File: src/rtl/uart_tx_engine_if.sv
// Register-file <-> UART TX engine bundle: frame parameter words in, serial line and progress out.
interface uart_tx_engine_if;
  logic [31:0] uart_data_in;
  logic [31:0] uart_baud_divisor_in;
  logic [31:0] uart_tx_control_in;
  logic        tx_out;
  logic [3:0]  bit_cnt_out;
  logic        tx_busy;

  modport master (
    output uart_data_in, uart_baud_divisor_in, uart_tx_control_in,
    input  tx_out, bit_cnt_out, tx_busy
  );

  modport slave (
    input  uart_data_in, uart_baud_divisor_in, uart_tx_control_in,
    output tx_out, bit_cnt_out, tx_busy
  );
endinterface

File: src/rtl/uart_tx_engine.sv
// UART serial transmit engine: one frame at a time, all parameters latched at frame start.
// Optional parity bit compiled in with `define UART_TX_PARITY_EN.
module uart_tx_engine #(
  parameter int DATA_BITS = 8
) (
  input  logic           clk,
  input  logic           rst,
  uart_tx_engine_if.slave bus
);

  localparam int IW = (DATA_BITS > 1) ? $clog2(DATA_BITS) : 1;

  typedef enum logic [2:0] {
    IDLE  = 3'd0,
    START = 3'd1,
    DATA  = 3'd2,
    STOP  = 3'd3,
    DONE  = 3'd4
`ifdef UART_TX_PARITY_EN
    , PARITY = 3'd5
`endif
  } state_t;

  state_t                 state_q, state_d;
  logic [31:0]            cnt_q, cnt_d;
  logic [IW-1:0]          idx_q, idx_d;
  logic                   stop2nd_q, stop2nd_d;
  logic [DATA_BITS-1:0]   data_q;
  logic [31:0]            div_q;
  logic                   two_stop_q;
  logic                   tx_q, tx_d;
  logic [3:0]             bc_q, bc_d;
  logic                   start_frame;
  logic                   period_end;
  logic [31:0]            div_eff;
`ifdef UART_TX_PARITY_EN
  logic                   par_en_q, par_odd_q;
`endif

  assign start_frame = bus.uart_data_in[31] & bus.uart_tx_control_in[0];
  assign div_eff     = (bus.uart_baud_divisor_in == 32'd0) ? 32'd1 : bus.uart_baud_divisor_in;
  assign period_end  = (cnt_q == div_q - 32'd1);

  // NOTE: every variable written here gets a default first, so no path can infer a latch.
  always_comb begin
    state_d   = state_q;
    cnt_d     = period_end ? 32'd0 : cnt_q + 32'd1;
    idx_d     = idx_q;
    stop2nd_d = stop2nd_q;
    case (state_q)
      IDLE: begin
        cnt_d = 32'd0;
        if (start_frame) state_d = START;
      end
      START: if (period_end) begin
        state_d = DATA;
        idx_d   = '0;
      end
      DATA: if (period_end) begin
        if (idx_q == IW'(DATA_BITS - 1)) begin
`ifdef UART_TX_PARITY_EN
          state_d = par_en_q ? PARITY : STOP;
`else
          state_d = STOP;
`endif
        end else begin
          idx_d = idx_q + IW'(1);
        end
      end
`ifdef UART_TX_PARITY_EN
      PARITY: if (period_end) state_d = STOP;
`endif
      STOP: if (period_end) begin
        if (two_stop_q && !stop2nd_q) begin
          stop2nd_d = 1'b1;
        end else begin
          stop2nd_d = 1'b0;
          state_d   = DONE;
        end
      end
      DONE: begin
        cnt_d   = 32'd0;
        state_d = IDLE;
      end
      default: state_d = IDLE;
    endcase

    // Line and progress code are registered from the upcoming state so they change with it.
    tx_d = 1'b1;
    bc_d = 4'd0;
    case (state_d)
      START: tx_d = 1'b0;
      DATA: begin
        tx_d = data_q[idx_d];
        bc_d = 4'(idx_d);
      end
`ifdef UART_TX_PARITY_EN
      PARITY: begin
        tx_d = (^data_q) ^ par_odd_q;
        bc_d = 4'd9;
      end
`endif
      STOP:    bc_d = 4'd10;
      DONE:    bc_d = 4'd8;
      default: ;
    endcase
  end

  // NOTE: sequential state uses non-blocking assignments so every register samples pre-edge values.
  always_ff @(posedge clk or negedge rst) begin
    if (!rst) begin
      state_q    <= IDLE;
      cnt_q      <= 32'd0;
      idx_q      <= '0;
      stop2nd_q  <= 1'b0;
      data_q     <= '0;
      div_q      <= 32'd0;
      two_stop_q <= 1'b0;
      tx_q       <= 1'b1;
      bc_q       <= 4'd0;
`ifdef UART_TX_PARITY_EN
      par_en_q   <= 1'b0;
      par_odd_q  <= 1'b0;
`endif
    end else begin
      state_q   <= state_d;
      cnt_q     <= cnt_d;
      idx_q     <= idx_d;
      stop2nd_q <= stop2nd_d;
      tx_q      <= tx_d;
      bc_q      <= bc_d;
      if (state_q == IDLE && start_frame) begin
        data_q     <= bus.uart_data_in[DATA_BITS-1:0];
        div_q      <= div_eff;
        two_stop_q <= bus.uart_tx_control_in[1];
`ifdef UART_TX_PARITY_EN
        par_en_q   <= bus.uart_tx_control_in[2];
        par_odd_q  <= bus.uart_tx_control_in[3];
`endif
      end
    end
  end

  assign bus.tx_out      = tx_q;
  assign bus.bit_cnt_out = bc_q;
  assign bus.tx_busy     = (state_q != IDLE);

  logic unused_bits;
`ifdef UART_TX_PARITY_EN
  assign unused_bits = ^{bus.uart_data_in[30:DATA_BITS], bus.uart_tx_control_in[31:4]};
`else
  assign unused_bits = ^{bus.uart_data_in[30:DATA_BITS], bus.uart_tx_control_in[31:2]};
`endif

endmodule

File: src/flat_wrapper.sv
// flat-port wrapper written by rule: the top's interface ports become plain ports
module uart_tx_engine_flat 
#(
  parameter int DATA_BITS = 8
)
  (clk, rst, bus_uart_data_in, bus_uart_baud_divisor_in, bus_uart_tx_control_in, bus_tx_out, bus_bit_cnt_out, bus_tx_busy);
  uart_tx_engine_if bus_i ();
  input  logic clk;
  input  logic rst;
  input wire logic [$bits(bus_i.uart_data_in)-1:0] bus_uart_data_in;
  input wire logic [$bits(bus_i.uart_baud_divisor_in)-1:0] bus_uart_baud_divisor_in;
  input wire logic [$bits(bus_i.uart_tx_control_in)-1:0] bus_uart_tx_control_in;
  output wire logic [$bits(bus_i.tx_out)-1:0] bus_tx_out;
  output wire logic [$bits(bus_i.bit_cnt_out)-1:0] bus_bit_cnt_out;
  output wire logic [$bits(bus_i.tx_busy)-1:0] bus_tx_busy;
  assign bus_i.uart_data_in = bus_uart_data_in;
  assign bus_i.uart_baud_divisor_in = bus_uart_baud_divisor_in;
  assign bus_i.uart_tx_control_in = bus_uart_tx_control_in;
  assign bus_tx_out = bus_i.tx_out;
  assign bus_bit_cnt_out = bus_i.bit_cnt_out;
  assign bus_tx_busy = bus_i.tx_busy;
  uart_tx_engine #(.DATA_BITS(DATA_BITS)) u_core (.clk(clk), .rst(rst), .bus(bus_i));
endmodule
File: config.mk
export PLATFORM = sky130hd
export DESIGN_NAME = uart_tx_engine_flat
export DESIGN_NICKNAME = d
export VERILOG_FILES = /design/src/rtl/uart_tx_engine_if.sv /design/src/rtl/uart_tx_engine.sv /design/src/flat_wrapper.sv
export SDC_FILE = /design/constraint.sdc
export NUM_CORES = 1
export LEC_CHECK = 0
export BUFFER_PORTS_ARGS = -buffer_cell sky130_fd_sc_hd__clkbuf_2
export CORE_MARGIN = 2
export CORE_UTILIZATION = 44
export CTS_CLUSTER_DIAMETER = 80
export DETAILED_ROUTE_END_ITERATION = 8
export GPL_ROUTABILITY_DRIVEN = 0
export GPL_TIMING_DRIVEN = 0
export PLACE_DENSITY = 0.64
export SLEW_MARGIN = 5
export SYNTH_ARGS = -nofsm -noshare
export SYNTH_HDL_FRONTEND = slang
export SYNTH_SLANG_ARGS = --single-unit
File: constraint.sdc
create_clock -name clk -period 7.1 [get_ports clk]
set_input_delay 0.355 -clock clk [delete_from_list [all_inputs] [get_ports clk]]
set_output_delay 0.355 -clock clk [all_outputs]
set_load 0.02 [all_outputs]
### Yosys cells after proc, flatten, opt, wreduce, memory -nomap -nowiden

Index checks and enable logic that the tools add are counted.

| operators by class | value |
|---|---|
| add/subtract/negate cells | 3 |
| equality and inequality tests | 10 |
| multiplexer cells | 19 |
| reduce and logical (&&, ||, !) cells | 8 |
| order comparisons | 1 |
| bitwise operators | 1 |

Operators by type and width:

| kind | number |
|---|---|
| $mux W32 | 3 |
| $add A32 B1 Y32 const B | 1 |
| $eq A32 B32 Y1 | 1 |
| $logic_not A32 Y1 | 1 |
| $sub A32 B1 Y32 const B | 1 |
| $mux W3 | 9 |
| $eq A3 B2 Y1 const B | 4 |
| $pmux W3 S4 | 1 |
| $pmux W4 S3 | 1 |
| $eq A3 B3 Y1 const B | 3 |
| $eq A3 B1 Y1 const B | 2 |
| $pmux W3 S2 | 1 |
| $lt A3 B4 Y1 const B | 1 |
| $add A3 B1 Y3 const B | 1 |
| $bmux W1 S3 | 1 |
| $logic_not A3 Y1 | 1 |
| $reduce_bool A3 Y1 | 1 |
| $logic_and A1 B1 Y1 | 2 |
| $mux W1 | 2 |
| $pmux W1 S2 | 1 |
| $reduce_and A2 Y1 | 1 |
| $reduce_or A2 Y1 | 1 |
| $and A1 B1 Y1 | 1 |
| $logic_not A1 Y1 | 1 |

| storage, ports and cells | value |
|---|---|
| logic and storage cells | 51 |
| input bits | 98 |
| output and inout port bits | 6 |
| flip-flop bits (word level) | 85 |

### Logic depth before layout (Yosys ltp)

Gate-level depths: netlist (run 1).

| logic depth | value |
|---|---|
| depth after elaboration | 7 |
| mapped depth | 16 |
| mapped depth without buffers | 13 |

### Worst setup path before layout (run 1)

OpenSTA, ideal clock, no wires.

| timing | value |
|---|---|
| path type | register to register |
| start | register u_core.div_q[4] |
| end | register u_core.tx_q (netlist: u_core.bus.tx_out) |
| path buffers | 3 |
| setup slack | 3.077 ns |
| clock period less this slack | 4.023 ns |
| required time | 7.019 ns |
| stages on the path, launching flop included | 14 |
| arrival | 3.942 ns |
| path through | dfrtp_1 > buf_6 > or4_4 > buf_6 > or4_4 > buf_6 > o41a_1 > a221o_1 > a211oi_4 > a41oi_2 > o211a_1 > o41a_1 > a2111o_1 > o211ai_1 |

| between the ends | value |
|---|---|
| longest elaborated chain between the ends | 7 |
| elaborated cells on any way between the ends | 14 |
| classes of those cells | add/sub: 1; eq/ne: 3; mux: 10 |

Ends and longest elaborated chain:

| what | line | text |
|---|---|---|
| start: declaration | uart_tx_engine.sv:29 | `logic [31:0] div_q;` |
| start signal: assignment | uart_tx_engine.sv:134 | `div_q <= div_eff;` |
| $sub A32 B1 Y32 (*) | uart_tx_engine.sv:42 | `assign period_end = (cnt_q == div_q - 32'd1);` |
| $eq A32 B32 Y1 (*) | uart_tx_engine.sv:42 |  |
| $mux W3, on equally long branches | uart_tx_engine.sv:59, uart_tx_engine.sv:55 |  |
| $pmux W3 S2 | uart_tx_engine.sv:50 | `case (state_q)` |
| $bmux W1 S3 | uart_tx_engine.sv:94 | `tx_d = data_q[idx_d];` |
| $mux W1 (not written as such) | uart_tx_engine.sv:94 |  |
| $pmux W1 S2 (*) | uart_tx_engine.sv:91 | `case (state_d)` |
| net u_core.tx_d | uart_tx_engine.sv:31 | `logic tx_q, tx_d;` |
| end signal: assignment | uart_tx_engine.sv:130 | `tx_q <= tx_d;` |
| end: declaration | uart_tx_engine.sv:31 |  |

The timed path passes the listed nets; every way through them passes the cells marked *. The select of a mux whose other input is x is not followed.
A chain may end at the register's enable or synchronous reset.

### Worst setup path after layout (run 1)

| timing | value |
|---|---|
| start | register u_core.div_q[15] |
| end | register u_core.tx_q (netlist: u_core.bus.tx_out) |

The elaborated chain is that of the path after synthesis.

==> results of run 1 <==
==> cell families after synthesis <==
family	after synthesis	share of synthesized area
buffers and inverters	28	0.0263
XOR/XNOR	71	0.126
multiplexers	42	0.0954
flip-flops	85	0.431
AND/OR/NAND/NOR	209	0.223
AO/OA/AOI/OAI	56	0.0909
adder cells (fa/ha/maj)	3	0.00760
==> flip-flops by register name (all words and copies together), names as in the netlist <==
name,count
u_core.bus.tx_out,1
u_core.bus.bit_cnt_out,4
u_core.div_q,32
u_core.state_q,3
u_core.idx_q,3
u_core.stop2nd_q,1
u_core.data_q,8
u_core.two_stop_q,1
u_core.cnt_q,32
==> metal layers <==
layer  share of wire  vias up  GRT usage
li1                -     1897          -
met3           0.036       12     0.0506
met2            0.47       70      0.330
met1            0.48     1884      0.276
met4           0.012        0     0.0597
met5               0        -          0
==> placed cells by master (no fill, tap or decap), types with 3 or more instances in the layout <==
| cell type | netlist | layout |
|---|---|---|
| a211o_1 | 3 | 3 |
| a21oi_1 | 8 | 8 |
| a31oi_1 | 3 | 3 |
| and2_1 | 3 | 3 |
| and3_1 | 12 | 12 |
| and4b_1 | 3 | 3 |
| buf_6 | 3 | 3 |
| clkbuf_1 | 13 | 13 |
| clkbuf_2 | 0 | 49 |
| clkbuf_8 | 0 | 10 |
| dfrtp_1 | 84 | 84 |
| ha_1 | 3 | 3 |
| inv_1 | 10 | 10 |
| mux2_2 | 39 | 39 |
| nand2_1 | 28 | 28 |
| nand3_1 | 22 | 22 |
| nand3b_1 | 3 | 3 |
| nand4_1 | 8 | 8 |
| nor2_1 | 64 | 64 |
| nor2b_1 | 9 | 9 |
| nor3_1 | 13 | 13 |
| nor4_1 | 17 | 17 |
| o21a_1 | 3 | 3 |
| o21ai_0 | 7 | 7 |
| o31a_1 | 3 | 3 |
| or2_2 | 4 | 4 |
| or3_1 | 6 | 6 |
| xnor2_1 | 29 | 29 |
| xor2_1 | 42 | 42 |
==> per-stage QoR <==
step	util	instance area, um^2	power (mW)
2_1_floorplan	-	4940	1.21
3_3_place_gp	0.493	5370	1.36
3_5_place_dp	0.496	5400	1.38
4_1_cts	0.516	5620	1.75
5_1_grt	0.516	5620	1.87
6_report	0.516	5620	1.74
==> final cells by class <==
class,count,share of cell area
plain buffers,18,0.0165
clock buffers,10,0.0245
well taps,140,0.0312
flip-flops and latches,85,0.379
inverters,10,0.00668
multi-input cells,381,0.478
clock inverters,6,0.0125
repair buffers,52,0.0517
==> power breakdown <==
group | total [mW] | leakage (nW) | switching (mW) | internal [mW]
sequential | 0.777 | 1.09 | 0.161 | 0.616
clock | 0.364 | 0.101 | 0.189 | 0.175
combinational | 0.595 | 1.21 | 0.287 | 0.308
total | 1.74 | 2.39 | 0.637 | 1.10
==> cell usage after synthesis (all sizes together) (2+ instances only) <==
| master | number |
|---|---|
| a211o | 3 |
| a211oi | 2 |
| a21oi | 8 |
| a221o | 2 |
| a311o | 2 |
| a31oi | 3 |
| a41oi | 3 |
| and2 | 3 |
| and3 | 12 |
| and4 | 2 |
| and4b | 3 |
| buf | 5 |
| clkbuf | 13 |
| dfrtp | 84 |
| ha | 3 |
| inv | 10 |
| mux2 | 41 |
| nand2 | 28 |
| nand2b | 2 |
| nand3 | 22 |
| nand3b | 3 |
| nand4 | 8 |
| nor2 | 65 |
| nor2b | 9 |
| nor3 | 13 |
| nor4 | 17 |
| nor4b | 2 |
| o211a | 2 |
| o211ai | 2 |
| o21a | 3 |
| o21ai | 8 |
| o31a | 3 |
| o41a | 2 |
| or2 | 4 |
| or3 | 6 |
| or4 | 4 |
| or4b | 2 |
| xnor2 | 29 |
| xor2 | 42 |
==> critical path, cell delays in order (launching register included) <==
cell      delay, ns
dfrtp_1        0.36
clkbuf_1       0.19
nor4_1         0.88
nand3_1        0.41
xor2_1         0.28
nand4_1        0.11
a221o_1        0.43
a211oi_4       0.35
a41oi_2        0.23
o211a_1        0.25
o41a_1         0.40
a2111o_1       0.38
o211ai_1       0.10
==> worst max path at each step <==
stage	start	endpoint	slack, ns	cells past startpoint
after global routing	u_core.div_q[15]	u_core.bus.tx_out	2.27	12
after detailed placement	u_core.div_q[15]	u_core.bus.tx_out	2.72	12
final	u_core.div_q[15]	u_core.bus.tx_out	2.64	12
after global placement	u_core.div_q[15]	u_core.bus.tx_out	2.70	12
after CTS	u_core.div_q[15]	u_core.bus.tx_out	2.67	12
after floorplan	u_core.div_q[4]	u_core.bus.tx_out	3.08	13
==> what timing repair did <==
action / CTS / global route
setup endpoints to repair: 0 / 0
gates resized for setup: 0 / 0
hold endpoints to repair: 22 / 0
hold buffers: 1 / 0
buffers inserted: 0 / 0
==> results by group, run 1 <==
Floorplan
  – Die area: 12100 um^2
  – Die X: 110 um
  – Starting density of the core: 0.454
  – Top-Level Pins: 104
  – Die H: 110 um
  – Row count: 38
  – CORE AREA: 10900 um^2

STA
  – Tcrit/Tclk final: 0.628
  – Final setup violation count: 0
  – Worst slew margin: 0.343
  – Final WS setup: 2.64 ns
  – Period minus WS final: 4.46 ns
  – Final Skew: 0.00998 ns
  – Fin Hold WS: 0.186 ns
  – Hold Violations, Final: 0
  – Slew at the pin with the worst max-slew slack: 0.977 ns
  – Sum Neg Setup Slack: 0 ns
  – Pins Over Slew Limit: 0
  – RSZ-0062 raised after global routing: false
  – Fmax: 224 MHz

Yosys
  – Distinct cells, synth: 67
  – Synth area leader: dfrtp_1
  – Syn avg cell area: 10.0 um^2
  – Cell Area, Synth: 4940 um^2
  – Synth Flop Type: dfrtp_1
  – Synth Instances: 494
  – Yosys top cell area share: 0.425
  – Seq/Total Area, Yosys: 0.431
  – YS warnings: 0
  – Post-synthesis register bit count: 85
  – Area contributors post-synth: dfrtp_1, mux2_2, xor2_1, xnor2_1, nor2_1
  – Asr flop ratio synth: 1.00
  – EDFF count, synth: 0
  – Synth Net Count: 595

Worst hold path
  – Worst min path class: primary input to flip-flop
  – Hold depth: 3
  – Hold endpoint: u_core.data_q[0]
  – Min-delay src: bus_uart_data_in[0]

Drt
  – Vias/cell: 5.50
  – DRT iter0 DRCs: 236
  – Antenna Violating Nets Remaining: 0
  – Drt pass-1 iters: 4
  – Total wire length: 11200 um
  – DR WL/cell: 16.0 um
  – Via count: 3863
  – DRC errors left: 0

Layout
  – Layout cell share with drive strength beyond 1: 0.224
  – # diodes: 0
  – Area growth syn-to-layout: 13.6%
  – FF+latch area: 2130 um^2
  – Footprint of the multi-input gates: 2680 um^2
  – Nets: 658
  – Finished Layout Cells: 702
  – Filler instances: 990

CTS
  – CTS Buf Count: 9
  – CTS tree: built
  – Clock tree buffer depth: 2
  – Clock transition at the registers of the reported paths: 0.09 ns
  – CTS Sinks: 85
  – Skew-Pair Late Insertion Delay: 0.38 ns
  – Root buf cell: clkbuf_8
  – H-tree depth: 3

Status
  – Run status: complete, no violations

Placed design
  – Pre-CTS WS: 2.72 ns
  – DPL Wire Length: 8500 um
  – # placed instances: 685
  – Port buffer count: 50

Global routing
  – Number of antenna violations at the first check in global routing: 0
  – Tot GR Track Use: 0.206
  – First-pass GRT wire length: 19000 um
  – Pin count of the biggest net entering global routing: 64
  – Vias in the first global route: 3860
  – Gr ovfl total: 0

Run
  – Max cap viols: 0

Worst setup path
  – Critical Path End Type: flip-flop
  – CP required: 7.40 ns
  – FF-to-FF End: u_core.bus.tx_out
  – Launch point of the worst reg-to-reg path: u_core.div_q[15]
  – Crit path max fanout: 7
  – R2R depth: 12
  – Critical setup path kind: flip-flop to flip-flop
  – WP data arrival: 4.76 ns
  – Reg-to-reg setup timing slack: 2.64 ns
  – Critical path launch point type: flip-flop

Pwr
  – Leakage: 2.39 nW
  – Cell Pwr Density: 309 nW/um^2
  – Worst-case vdd ir drop: 179 uV
Power figures use the tool's default switching activity.
==> run 2, diff against run 1 <==
- clock period: 7.1 -> 4.65 ns (I/O delays scaled with it)
==> run 2 against run 1 <==
Clock skew about the same. Clock power is 53% higher. Largest cell class unchanged. Worst setup slack got worse by 2.4 ns. Sequential power up 53%. Die area stayed put. Critical path type unchanged.
==> results by group, run 2 (synthesized netlist as in run 1, its figures left out) <==
Status
  – Run status: complete, no violations

Global routing
  – Gr ovfl total: 0 (unchanged)
  – First-pass GRT wire length: 19000 um (unchanged)
  – Vias in the first global route: 3860 (unchanged)
  – Tot GR Track Use: 0.206 (unchanged)
  – Pin count of the biggest net entering global routing: 64 (unchanged)
  – Number of antenna violations at the first check in global routing: 0 (unchanged)

STA
  – Pins Over Slew Limit: 0 (unchanged)
  – Hold Violations, Final: 0 (unchanged)
  – Final WS setup: 0.264 ns (-2.38 ns)
  – RSZ-0062 raised after global routing: false
  – Final Skew: 0.00998 ns (-0.00000713 ns)
  – Period minus WS final: 4.39 ns (-0.0724 ns)
  – Slew at the pin with the worst max-slew slack: 0.916 ns (-0.0608 ns)
  – Sum Neg Setup Slack: 0 ns (unchanged)
  – Final setup violation count: 0 (unchanged)
  – Fmax: 228 MHz (+1.7%)
  – Tcrit/Tclk final: 0.943 (+0.315)
  – Worst slew margin: 0.387 (+0.0443)

Floorplan
  – Starting density of the core: 0.454 (unchanged)
  – Die X: 110 um (unchanged)
  – Die area: 12100 um^2 (unchanged)
  – Top-Level Pins: 104 (unchanged)
  – Die H: 110 um (unchanged)
  – CORE AREA: 10900 um^2 (unchanged)
  – Row count: 38 (unchanged)

Layout
  – # diodes: 0 (unchanged)
  – Largest regs: u_core.cnt_q (32), u_core.div_q (32), u_core.data_q (8)
  – Finished Layout Cells: 702 (unchanged)
  – Commonest non-fill, non-tap cell in the layout: dfrtp_1
  – Layout cell share with drive strength beyond 1: 0.228 (+0.00356)
  – Core Util, Final: 0.517 (+0.000919)
  – Nets: 658 (unchanged)
  – Area growth syn-to-layout: 13.8%
  – Commonest non-fill, non-tap cells in the layout: dfrtp_1, nor2_1, clkbuf_2, xor2_1, mux2_2
  – Filler instances: 989 (-0.10%)

Worst hold path
  – Worst min path class: primary input to flip-flop

Run
  – Max cap viols: 0 (unchanged)

Pwr
  – Comb pwr share: 0.343 (about the same)
  – Cell Int Power: 1.68 mW (+53%)
  – Leakage: 2.39 nW (about the same)
  – Clock group share of total power: 0.209 (about the same)
  – Cell Pwr Density: 473 nW/um^2 (+53%)
  – NetSw: 0.979 mW (+54%)
  – Sw Share: 0.368 (+0.00121)
  – Worst-case vdd ir drop: 273 uV (+53%)
  – Fraction of power consumed by sequential logic: 0.448 (about the same)

Drt
  – Drt pass-1 iters: 4 (unchanged)
  – Antenna Violating Nets Remaining: 0 (unchanged)
  – Total wire length: 11200 um (+0.26%)
  – Via count: 3876 (+0.34%)
  – DRT iter0 DRCs: 255 (+8.1%)
  – DRC errors left: 0 (unchanged)
  – Vias/cell: 5.52 (+0.34%)
  – DR WL/cell: 16.0 um (+0.26%)

Worst setup path
  – Crit path max fanout: 9 (+2)
  – Critical path launch point type: flip-flop
  – Critical Path End Type: flip-flop
  – Critical setup path kind: flip-flop to flip-flop
  – CP required: 4.95 ns (-2.45 ns)
  – WP data arrival: 4.69 ns (-0.07 ns)

Placed design
  – Pre-CTS WS: 0.266 ns (-2.45 ns)
  – # placed instances: 685 (unchanged)
  – Port buffer count: 50 (unchanged)
  – DPL Wire Length: 8500 um (unchanged)

CTS
  – CTS Buf Count: 9 (unchanged)
  – Clock tree buffer depth: 2 (unchanged)
  – Skew-Pair Late Insertion Delay: 0.38 ns (about the same)
  – Setup Buffers After CTS: 0 (unchanged)
  – H-tree depth: 3 (unchanged)
  – CTS tree: built
  – CTS Sinks: 85 (unchanged)
  – Clock transition at the registers of the reported paths: 0.09 ns (about the same)
  – Root buf cell: clkbuf_8
[run 2: worst paths after layout]
kind / startpoint / to / slack [ns] / cells after the start
worst min-delay path: bus_uart_data_in[0] / u_core.data_q[0] / 0.06 / 3
worst max register to register: u_core.div_q[0] / u_core.bus.tx_out / 0.26 / 13
max in group asynchronous: rst / u_core.bus.tx_out / 3.65 / 3
worst max-delay path: u_core.div_q[0] / u_core.bus.tx_out / 0.26 / 13
worst min register to register: u_core.stop2nd_q / u_core.stop2nd_q / 0.50 / 1
min in group asynchronous: rst / u_core.div_q[17] / 0.33 / 2
[run 2: worst max-delay path, cell delays in order (launching register included)]
cell	delay [ns]
dfrtp_1	0.44
inv_1	0.09
ha_1	0.22
or4b_4	0.52
or4_4	0.43
buf_6	0.16
o41a_1	0.41
a221o_1	0.33
a211oi_4	0.35
a41oi_2	0.23
o211a_1	0.25
o41a_1	0.40
a2111o_1	0.38
o211ai_1	0.10
[run 2: power groups by stage]
stage,registers [mW],logic (mW),clock network (mW)
2_1_floorplan,1.12,0.730,0
3_3_place_gp,1.19,0.881,0
3_5_place_dp,1.20,0.911,0
4_1_cts,1.19,0.916,0.570
5_1_grt,1.22,1.03,0.602
6_report,1.19,0.913,0.556
[run 2: repair_timing]
action                                  4_1_cts  5_1_grt
gates resized for setup                       0        2
hold buffers                                  1        0
endpoints found under the hold margin        22        0
endpoints found under the setup margin        0       13
[run 2: final cells by class]
type	count	area, um^2	area share
multi-input cells	381	2690	0.479
flip-flops and latches	85	2130	0.378
well taps	140	175	0.0311
plain buffers	18	92.6	0.0165
clock inverters	6	70.1	0.0125
inverters	10	37.5	0.00667
clock buffers	10	138	0.0245
repair buffers	52	290	0.0516
[run 2: stage by stage]
step	area (um^2)	hold WS, ns	power [mW]
2_1_floorplan	4940	-0.0631	1.85
3_3_place_gp	5370	0.453	2.07
3_5_place_dp	5400	0.192	2.11
4_1_cts	5620	0.0478	2.67
5_1_grt	5630	0.0648	2.86
6_report	5630	0.0641	2.66
[run 2: layer usage]
metal,vias up,GRT usage,share of wire
li1,1898,-,-
met4,0,0.0597,0.012
met3,11,0.0506,0.035
met2,71,0.330,0.47
met5,-,0,0
met1,1896,0.276,0.48
